--- src/rtl/gmem_arbiter_if.sv ---
// Requester/memory bundle of the graph_memory read-port arbiter.
// slave is the arbiter's view; master is the view of whatever drives it.
interface gmem_arbiter_if #(
   parameter int unsigned NUM_REQ         = 4,
   parameter int unsigned ADDR_WIDTH      = 32,
   parameter int unsigned DATA_WIDTH      = 32,
   parameter int unsigned MAX_OUTSTANDING = 4
);
   localparam int unsigned CNT_W = $clog2(MAX_OUTSTANDING) + 1;

   logic [NUM_REQ-1:0]    req_valid_in;
   logic [ADDR_WIDTH-1:0] req_addr_in [NUM_REQ];
   logic [NUM_REQ-1:0]    req_last_in;
   logic [NUM_REQ-1:0]    req_ready_out;
   logic [DATA_WIDTH-1:0] resp_data_out;
   logic [NUM_REQ-1:0]    resp_valid_out;
   logic [ADDR_WIDTH-1:0] mem_req_out;
   logic                  mem_valid_out;
   logic [DATA_WIDTH-1:0] mem_data_in;
   logic                  mem_valid_in;
   logic [CNT_W-1:0]      outstanding_out;
   logic                  busy_out;
   logic                  err_out;

   modport slave (
      input  req_valid_in, req_addr_in, req_last_in, mem_data_in, mem_valid_in,
      output req_ready_out, resp_data_out, resp_valid_out, mem_req_out, mem_valid_out,
             outstanding_out, busy_out, err_out
   );

   modport master (
      output req_valid_in, req_addr_in, req_last_in, mem_data_in, mem_valid_in,
      input  req_ready_out, resp_data_out, resp_valid_out, mem_req_out, mem_valid_out,
             outstanding_out, busy_out, err_out
   );
endinterface

--- src/rtl/gmem_arbiter.sv ---
// Round-robin arbiter with packet locking that shares one graph_memory read port
// among NUM_REQ engines; an in-order tag FIFO steers responses back to their issuer.
module gmem_arbiter #(
   parameter int unsigned NUM_REQ         = 4,
   parameter int unsigned ADDR_WIDTH      = 32,
   parameter int unsigned DATA_WIDTH      = 32,
   parameter int unsigned MAX_OUTSTANDING = 4
) (
   input logic            clk_in,
   input logic            rst_in,
   gmem_arbiter_if.slave  bus
);
   localparam int unsigned IDX_W = $clog2(NUM_REQ);
   localparam int unsigned CNT_W = $clog2(MAX_OUTSTANDING) + 1;
   localparam int unsigned PTR_W = (MAX_OUTSTANDING > 1) ? $clog2(MAX_OUTSTANDING) : 1;
   localparam logic [CNT_W-1:0] CNT_MAX  = CNT_W'(MAX_OUTSTANDING);
   localparam logic [PTR_W-1:0] PTR_LAST = PTR_W'(MAX_OUTSTANDING - 1);

   typedef enum logic [0:0] {IDLE, LOCKED} state_t;

   state_t                state_q, state_d;
   logic [IDX_W-1:0]      rr_ptr_q, rr_ptr_d;
   logic [IDX_W-1:0]      owner_q, owner_d;
   logic [IDX_W-1:0]      grant_idx, acc_idx;
   logic                  grant_found, credit_ok, accept, acc_last, pop, err_ret;
   logic [NUM_REQ-1:0]    ready_c, head_onehot;
   logic [ADDR_WIDTH-1:0] acc_addr;
   logic [CNT_W-1:0]      outstanding_q, outstanding_d;
   logic [IDX_W-1:0]      tag_mem [MAX_OUTSTANDING];
   logic [PTR_W-1:0]      wr_ptr_q, rd_ptr_q;

   // First valid requester after rr_ptr, wrapping (NUM_REQ is a power of two).
   always_comb begin
      grant_found = 1'b0;
      grant_idx   = '0;
      for (int k = 1; k <= int'(NUM_REQ); k++) begin
         if (!grant_found && bus.req_valid_in[rr_ptr_q + IDX_W'(k)]) begin
            grant_found = 1'b1;
            grant_idx   = rr_ptr_q + IDX_W'(k);
         end
      end
   end

   assign credit_ok = (outstanding_q != CNT_MAX);

   // Next-state and grant; a locked packet keeps the port until its last beat.
   always_comb begin
      state_d  = state_q;
      rr_ptr_d = rr_ptr_q;
      owner_d  = owner_q;
      ready_c  = '0;
      acc_idx  = grant_idx;
      unique case (state_q)
         IDLE: begin
            acc_idx = grant_idx;
            if (credit_ok && grant_found) ready_c[grant_idx] = 1'b1;
         end
         LOCKED: begin
            acc_idx = owner_q;
            if (credit_ok) ready_c[owner_q] = 1'b1;
         end
         default: ;
      endcase
      accept   = |(ready_c & bus.req_valid_in);
      acc_last = bus.req_last_in[acc_idx];
      acc_addr = bus.req_addr_in[acc_idx];
      if (accept) begin
         unique case (state_q)
            IDLE: begin
               if (acc_last) begin
                  rr_ptr_d = acc_idx;
               end else begin
                  state_d = LOCKED;
                  owner_d = acc_idx;
               end
            end
            LOCKED: begin
               if (acc_last) begin
                  state_d  = IDLE;
                  rr_ptr_d = owner_q;
               end
            end
            default: ;
         endcase
      end
   end

   assign bus.req_ready_out = rst_in ? ready_c : '0;

   always_ff @(posedge clk_in or negedge rst_in) begin
      if (!rst_in) begin
         state_q  <= IDLE;
         rr_ptr_q <= IDX_W'(NUM_REQ - 1);
         owner_q  <= '0;
      end else begin
         state_q  <= state_d;
         rr_ptr_q <= rr_ptr_d;
         owner_q  <= owner_d;
      end
   end

   // FIFO occupancy equals the credit count, so empty means outstanding == 0.
   assign pop     = bus.mem_valid_in && (outstanding_q != '0);
   assign err_ret = bus.mem_valid_in && (outstanding_q == '0);

   always_comb begin
      outstanding_d = outstanding_q;
      if (accept && !pop)      outstanding_d = outstanding_q + CNT_W'(1);
      else if (!accept && pop) outstanding_d = outstanding_q - CNT_W'(1);
   end

   always_comb begin
      head_onehot = '0;
      head_onehot[tag_mem[rd_ptr_q]] = 1'b1;
   end

   always_ff @(posedge clk_in) begin
      if (accept) tag_mem[wr_ptr_q] <= acc_idx;
   end

   always_ff @(posedge clk_in or negedge rst_in) begin
      if (!rst_in) begin
         wr_ptr_q            <= '0;
         rd_ptr_q            <= '0;
         outstanding_q       <= '0;
         bus.mem_valid_out   <= 1'b0;
         bus.mem_req_out     <= '0;
         bus.resp_valid_out  <= '0;
         bus.resp_data_out   <= '0;
         bus.outstanding_out <= '0;
         bus.busy_out        <= 1'b0;
         bus.err_out         <= 1'b0;
      end else begin
         if (accept) wr_ptr_q <= (wr_ptr_q == PTR_LAST) ? '0 : wr_ptr_q + PTR_W'(1);
         if (pop)    rd_ptr_q <= (rd_ptr_q == PTR_LAST) ? '0 : rd_ptr_q + PTR_W'(1);
         outstanding_q       <= outstanding_d;
         bus.outstanding_out <= outstanding_d;
         bus.busy_out        <= (outstanding_d != '0) || (state_d == LOCKED);
         bus.mem_valid_out   <= accept;
         bus.mem_req_out     <= accept ? acc_addr : '0;
         bus.resp_valid_out  <= pop ? head_onehot : '0;
         if (pop)     bus.resp_data_out <= bus.mem_data_in;
         if (err_ret) bus.err_out       <= 1'b1;
      end
   end
endmodule

--- src/flat_wrapper.sv ---
// flat-port wrapper written by rule: the top's interface ports become plain ports
module gmem_arbiter_flat 
#(
   parameter int unsigned NUM_REQ         = 4,
   parameter int unsigned ADDR_WIDTH      = 32,
   parameter int unsigned DATA_WIDTH      = 32,
   parameter int unsigned MAX_OUTSTANDING = 4
)
  (clk_in, rst_in, bus_req_valid_in, bus_req_addr_in, bus_req_last_in, bus_mem_data_in, bus_mem_valid_in, bus_req_ready_out, bus_resp_data_out, bus_resp_valid_out, bus_mem_req_out, bus_mem_valid_out, bus_outstanding_out, bus_busy_out, bus_err_out);
  gmem_arbiter_if #(.NUM_REQ(NUM_REQ), .ADDR_WIDTH(ADDR_WIDTH), .DATA_WIDTH(DATA_WIDTH), .MAX_OUTSTANDING(MAX_OUTSTANDING)) bus_i ();
  input logic clk_in;
  input logic rst_in;
  input wire logic [$bits(bus_i.req_valid_in)-1:0] bus_req_valid_in;
  input wire logic [$bits(bus_i.req_addr_in)-1:0] bus_req_addr_in;
  input wire logic [$bits(bus_i.req_last_in)-1:0] bus_req_last_in;
  input wire logic [$bits(bus_i.mem_data_in)-1:0] bus_mem_data_in;
  input wire logic [$bits(bus_i.mem_valid_in)-1:0] bus_mem_valid_in;
  output wire logic [$bits(bus_i.req_ready_out)-1:0] bus_req_ready_out;
  output wire logic [$bits(bus_i.resp_data_out)-1:0] bus_resp_data_out;
  output wire logic [$bits(bus_i.resp_valid_out)-1:0] bus_resp_valid_out;
  output wire logic [$bits(bus_i.mem_req_out)-1:0] bus_mem_req_out;
  output wire logic [$bits(bus_i.mem_valid_out)-1:0] bus_mem_valid_out;
  output wire logic [$bits(bus_i.outstanding_out)-1:0] bus_outstanding_out;
  output wire logic [$bits(bus_i.busy_out)-1:0] bus_busy_out;
  output wire logic [$bits(bus_i.err_out)-1:0] bus_err_out;
  assign bus_i.req_valid_in = bus_req_valid_in;
  assign bus_i.req_addr_in = {>>{bus_req_addr_in}};
  assign bus_i.req_last_in = bus_req_last_in;
  assign bus_i.mem_data_in = bus_mem_data_in;
  assign bus_i.mem_valid_in = bus_mem_valid_in;
  assign bus_req_ready_out = bus_i.req_ready_out;
  assign bus_resp_data_out = bus_i.resp_data_out;
  assign bus_resp_valid_out = bus_i.resp_valid_out;
  assign bus_mem_req_out = bus_i.mem_req_out;
  assign bus_mem_valid_out = bus_i.mem_valid_out;
  assign bus_outstanding_out = bus_i.outstanding_out;
  assign bus_busy_out = bus_i.busy_out;
  assign bus_err_out = bus_i.err_out;
  gmem_arbiter #(.NUM_REQ(NUM_REQ), .ADDR_WIDTH(ADDR_WIDTH), .DATA_WIDTH(DATA_WIDTH), .MAX_OUTSTANDING(MAX_OUTSTANDING)) u_core (.clk_in(clk_in), .rst_in(rst_in), .bus(bus_i));
endmodule
--- config.mk ---
export PLATFORM = sky130hd
export DESIGN_NAME = gmem_arbiter_flat
export DESIGN_NICKNAME = d
export VERILOG_FILES = /design/src/rtl/gmem_arbiter_if.sv /design/src/rtl/gmem_arbiter.sv /design/src/flat_wrapper.sv
export SDC_FILE = /design/constraint.sdc
export NUM_CORES = 1
export LEC_CHECK = 0
export CAP_MARGIN = 10
export CORE_ASPECT_RATIO = 1.2
export CORE_UTILIZATION = 43
export DETAILED_ROUTE_END_ITERATION = 7
export HOLD_SLACK_MARGIN = 0.08
export MAX_ROUTING_LAYER = met4
export PLACE_DENSITY = 0.84
export SYNTH_ARGS = -nofsm -noshare
export SYNTH_HDL_FRONTEND = slang
export SYNTH_SLANG_ARGS = --single-unit
--- constraint.sdc ---
create_clock -name clk_in -period 4.5 [get_ports clk_in]
set_clock_uncertainty 0.15 [all_clocks]
set_input_delay 1.125 -clock clk_in [delete_from_list [all_inputs] [get_ports clk_in]]
set_output_delay 1.125 -clock clk_in [all_outputs]
set_load 0.005 [all_outputs]
== Word-level counts from Yosys, hierarchy flattened ==
Memories as Yosys holds them, arrays and structs flattened.
Index checks and enable logic that the tools add are counted.

* Add/subtract/negate cells: 7
* $lt $le $gt $ge: 12
* Eq/ne operators: 5
* Muxes and demuxes: 45
* Bitwise operators: 4
* Reductions and logical operators: 23

{| class="wikitable"
|+ Operators with widths
! cell !! count
|-
| $mux 32 || 3
|-
| $bmux 32 s2 || 1
|-
| $lt 2x3->1 const B || 8
|-
| $mux 1 || 16
|-
| $mux 2 || 8
|-
| $mux 4 || 4
|-
| $logic_and 1x1->1 || 11
|-
| $bmux 1 s2 || 5
|-
| $pmux 2 s2 || 2
|-
| $pmux 4 s2 || 1
|-
| $add 2x1->2 const B || 3
|-
| $demux 1 s2 || 3
|-
| $ge 2x1->1 const B || 3
|-
| $mux 3 || 2
|-
| $reduce_and 3->1 || 2
|-
| $reduce_bool 3->1 || 2
|-
| $logic_not 1->1 || 5
|-
| $add 2x2->2 const B || 2
|-
| $and 4x4->4 || 1
|-
| $eq 2x2->1 const B || 2
|-
| $reduce_or 4->1 || 1
|-
| $add 3x1->3 const B || 1
|-
| $ge 3x3->1 const B || 1
|-
| $logic_not 3->1 || 1
|-
| 7 further kinds || 8
|}

* Register bits: 83
* Bits in writable memories: 8
* Bits of input ports: 171
* Output and inout port bits: 78
* Logic and storage cells: 109
* Memories: 1

{| class="wikitable"
|+ Memories
! name !! depth !! bits a word !! read ports !! clocked after Yosys merged registers in !! wr ports !! RTL line !! source
|-
| u_core.tag_mem || 4 || 2 || 1 || 0 || 1 || gmem_arbiter.sv:29 || <nowiki>logic [IDX_W-1:0] tag_mem [MAX_OUTSTANDING];</nowiki>
|}

== Logic depth before layout (Yosys ltp) ==
* Depth after elaboration: 27
* Depth in mapped cells: 9
* Mapped depth without buffers: 8

== Worst setup path after synthesis ==
No wires, ideal clock.

* Path kind: input-to-output
* Start: input bus_req_valid_in[0]
* End: output bus_req_ready_out[3]
* Arrival: 2.133 ns
* Data required time: 3.225 ns
* Slack: 1.092 ns
* Stages on the path: 5
* Buffers on the path: 0
* Cell sequence: or2_1 > a311oi_2 > nand2_1 > o31ai_1 > and3_1

* Cells in the longest elaborated chain, start to end: 19
* Elaborated cells on any way between the ends: 31
* Classes of those cells: order compare (2); mux (21); reduce/logical (8)

{| class="wikitable"
|+ RTL lines
! what !! RTL line !! source
|-
| from (decl) || flat_wrapper.sv:13 || <nowiki>input wire logic [$bits(bus_i.req_valid_in)-1:0] bus_req_valid_in;</nowiki>
|-
| $bmux 1 s2 || gmem_arbiter.sv:37 || <nowiki>if (!grant_found && bus.req_valid_in[rr_ptr_q + IDX_W'(k)]) begin</nowiki>
|-
| $mux 1 (not written as such) || gmem_arbiter.sv:37 ||
|-
| $mux 1 || gmem_arbiter.sv:37 ||
|-
| $logic_not 1->1 || gmem_arbiter.sv:37 ||
|-
| $logic_and 1x1->1 || gmem_arbiter.sv:37 ||
|-
| $mux 1 || gmem_arbiter.sv:37 ||
|-
| $logic_not 1->1 || gmem_arbiter.sv:37 ||
|-
| $logic_and 1x1->1 || gmem_arbiter.sv:37 ||
|-
| (+3 left out) || - ||
|-
| $mux 2 || gmem_arbiter.sv:37 ||
|-
| $lt 2x3->1 (not written as such) / $ge 2x1->1 (equally long branches) || gmem_arbiter.sv:56 || <nowiki>if (credit_ok && grant_found) ready_c[grant_idx] = 1'b1;</nowiki>
|-
| $logic_and 1x1->1 (not written as such) || gmem_arbiter.sv:56 ||
|-
| $mux 1 (not written as such) || gmem_arbiter.sv:56 ||
|-
| $demux 1 s2 || - ||
|-
| $mux 4 (*) || gmem_arbiter.sv:56 ||
|-
| $pmux 4 s2 (*) || gmem_arbiter.sv:53 || <nowiki>unique case (state_q)</nowiki>
|-
| $mux 4 (*) || gmem_arbiter.sv:88 || <nowiki>assign bus.req_ready_out = rst_in ? ready_c : '0;</nowiki>
|-
| to (decl) || flat_wrapper.sv:18 || <nowiki>output wire logic [$bits(bus_i.req_ready_out)-1:0] bus_req_ready_out;</nowiki>
|}

Every way passes the cells marked *; elsewhere a longest branch is shown, timed or not. The select of a mux whose other input is x is not followed.

== Worst setup path in the final report ==
* Start: input bus_req_valid_in[2]
* End: output bus_req_ready_out[0]

Same word-level chain as after synthesis.

==> flow_summary.yaml <==
clocking:
  cts_tree: "yes"
  clk_pin_slew_ps: 60
  clockRootBuffer: "clkbuf_16"
  h-tree-depth: 3
  clock_latency_ps: 330
  ctsHoldBuffers: 0
  cts.sinks: 91
  clk_path_buf_depth: 2
  cts_made_buffers: 9
timing:
  fin_setup_tns_ps: 0
  period_minus_slack_ps: 4410
  fmax_mhz: 227
  worst_slew_pin_slew_ps: 770
  final_hold_viol_count: 0
  rsz0062_at_grt: "false"
  post-route-period-util: 0.980
  finalMaxSlewViolations: 0
  setup_violations: 0
  slew_headroom: 0.487
yosys:
  synth_area_leader_cell: "dfrtp_1"
  syn-mean-instance-area_um2: 9.63
  synth_area_leaders: "dfrtp_1 (43%), mux2i_1 (14%), nand2_1 (14%)"
  syn_nets: 665
  ys_seq_area_frac: 0.495
  syn_area_um2: 4680
  synthXorXnorAreaFrac: 0.00561
  ys_ff_latch: 91
  synth_top_family_by_area: "simple AND/OR/NAND/NOR gates"
  synth_compound_area_frac: 0.0452
  ys_async_sr_fraction: 0.912
  muxShareOfSynthArea: 0.165
  synth_top_area_share: 0.433
  synthAdderAreaFrac: 0.0235
  yosysWarningCount: 0
  synthSimpleGateAreaFrac: 0.230
  yosys.cell_types.count: 46
  synth_edf_count: 8
  synth-main-ff-cell: "dfrtp_1"
  syn_inst: 486
setup_path:
  cp_max_fo: 6
  critical-path-slowest-cell: "clkdlybuf4s50_1"
  path_cells: "clkdlybuf4s50_1 > nor2_4 > a21o_1 > a21oi_1 > nand2_1 > o22ai_1 > and2_1 > clkdlybuf4s50_1"
  crit_arrival_ps: 3130
  cp-startpoint: "bus_req_valid_in[2]"
  cp.required_ps: 3220
  cp-end-kind: "primary output"
  r2r_slack_ps: 1610
  rr_worst_depth: 9
  cpPeakStageDelay_ps: 580
  path_buf_inv: 2
  critPathCapture: "bus_req_ready_out[0]"
  worstReg2RegStart: "u_core.rr_ptr_q[1]"
  startpoint_type: "input port"
  crit_type: "input port to primary output"
  path_delay_family: "buffers and inverters"
  r2r_end: "u_core.bus.mem_req_out[19]"
  cp.depth: 8
  crit_path_frequent_cell: "clkdlybuf4s50_1"
layout:
  area_growth_syn_to_layout_pct: 63.1
  final_common_cell: "clkdlybuf4s50_1"
  nets: 907
  num-fill-cells: 761
  drive_above_1_share: 0.0587
  num_antenna_cells: 0
  finalNonFillerCells: 862
  final_cell_mix: "clkdlybuf4s50_1 (244), nand2_1 (175), dfrtp_1 (81)"
run_status:
  outcome: "finished clean"
place:
  portBuffers: 248
  place_congestion: 0.973
  dp.cells: 845
  place_hpwl_mm: 10.5
die:
  io_pins: 249
  die_w_um: 97.3
  initial_core_util: 0.443
  die_area_um2: 11300
  rows: 41
  core_um2: 10600
  die_h_um: 116
grt:
  grt_util_all_layers: 0.249
  grt_antenna_before_repair: 0
  overflow: 0
  grt_max_degree: 49
  grt_pass1_wl_mm: 21.3
  first_global_vias: 4451
power_and_ir_drop:
  ir_drop_uv: 349
  power.leakage_nw: 3.63
  p_per_area_nw_per_um2: 625
route:
  vias_per_cell: 5.16
  wl_per_cell_um: 15.9
  ant_nets: 0
  totalWireLength_mm: 13.7
  dr.pass1.iters: 4
  drc: 0
  num_vias: 4444
  drt_iter0_drc: 217
job:
  cap_viol_max_count: 0
min_path:
  worstHoldPathType: "register to register"
==> routing by layer <==
layer	wire, um	GRT usage
met2	7050	0.446
met4	436	0.118
met1	5120	0.261
met5	0	-
met3	1120	0.0586
==> worst reg2reg max path: stages, from the launching register on <==
cell	delay [ps]
dfstp_2	430
nor3b_2	380
a311oi_4	90
buf_4	160
buf_4	140
mux2i_4	180
buf_4	640
mux2i_1	340
nand2_1	70
and3_1	200
==> flip-flops by register name, summed over array words and instances, names as in the netlist <==
| name | flops |
|---|---|
| u_core.bus.mem_valid_out | 1 |
| u_core.bus.outstanding_out | 3 |
| u_core.bus.resp_valid_out | 4 |
| u_core.rr_ptr_q | 2 |
| u_core.state_q | 1 |
| u_core.wr_ptr_q | 2 |
| u_core.owner_q | 2 |
| u_core.tag_mem | 8 |
| u_core.rd_ptr_q | 2 |
| u_core.bus.resp_data_out | 32 |
| u_core.bus.err_out | 1 |
| u_core.bus.busy_out | 1 |
| u_core.bus.mem_req_out | 32 |
==> cell usage after synthesis, types with 2 or more instances <==
| master | number |
|---|---|
| a21oi_1 | 6 |
| buf_4 | 4 |
| and3_1 | 35 |
| xnor2_1 | 2 |
| buf_2 | 5 |
| dfrtp_1 | 81 |
| nand2_1 | 175 |
| a32o_1 | 2 |
| inv_1 | 9 |
| nor2_1 | 5 |
| clkbuf_1 | 15 |
| o31ai_1 | 2 |
| nand2b_1 | 5 |
| buf_1 | 4 |
| o22ai_1 | 4 |
| o21ai_0 | 4 |
| nand3_1 | 3 |
| ha_1 | 8 |
| mux4_2 | 3 |
| mux2_1 | 2 |
| and2_1 | 7 |
| nor3_1 | 3 |
| nor4b_1 | 2 |
| edfxtp_1 | 8 |
| nor3b_1 | 3 |
| mux2i_1 | 67 |
| a21o_1 | 2 |
| dfstp_2 | 2 |
==> how the worst min path moves through the flow <==
stage / start / end / slack, ps / cells after the start
after global routing: u_core.bus.resp_data_out[12] / u_core.bus.resp_data_out[12] / 340 / 2
after floorplan: u_core.bus.err_out / u_core.bus.err_out / 320 / 1
after CTS: u_core.bus.resp_data_out[23] / u_core.bus.resp_data_out[23] / 330 / 2
after detailed placement: u_core.bus.resp_data_out[23] / u_core.bus.resp_data_out[23] / 310 / 2
final: u_core.bus.resp_data_out[23] / u_core.bus.resp_data_out[23] / 330 / 2
after global placement: u_core.bus.resp_data_out[18] / u_core.bus.resp_data_out[18] / 310 / 2
==> cell families after synthesis <==
family,after synthesis
AOI/OAI and AO/OA,29
adders and majority gates,9
and+or+nand+nor,243
buffers and inverters,38
xor gates and xnor gates,3
DFF,91
muxes,73
==> where the power goes <==
| group | switching, mW | internal [mW] | leakage, nW |
|---|---|---|---|
| clock network | 0.289 | 0.429 | 0.138 |
| logic | 1.24 | 1.39 | 2.39 |
| registers | 0.211 | 1.22 | 1.10 |
==> cell type report <==
cell class / instances / area [um^2] / area share
tap: 129 / 161 / 0.0211
multi-input combinational: 357 / 2270 / 0.297
clock inverter: 3 / 40.0 / 0.00524
clock buffer: 13 / 240 / 0.0315
inverter: 10 / 37.5 / 0.00491
sequential: 91 / 2320 / 0.304
timing repair buffer: 259 / 2570 / 0.337
==> what timing repair did <==
item                                    in CTS  in global routing
gates cloned                                 0                  0
resized for setup                            0                 11
endpoints found under the setup margin       1                  4
pin swaps                                    1                  1
buffers inserted                             0                  1
==> per-stage QoR <==
step                      cell area, um^2   util  setup slack [ps]  hold slack (ps)  power [mW]
after detailed placement             7300  0.691             -30.9              312        4.05
after floorplan                      4680      -              1090              318        2.91
after global placement               7300  0.691              50.4              306        3.94
after global routing                 7640  0.723              19.9              345        5.10
after CTS                            7580  0.717              3.99              328        4.78
final                                7640  0.723              91.3              326        4.78
Power figures use the tool's default switching activity.
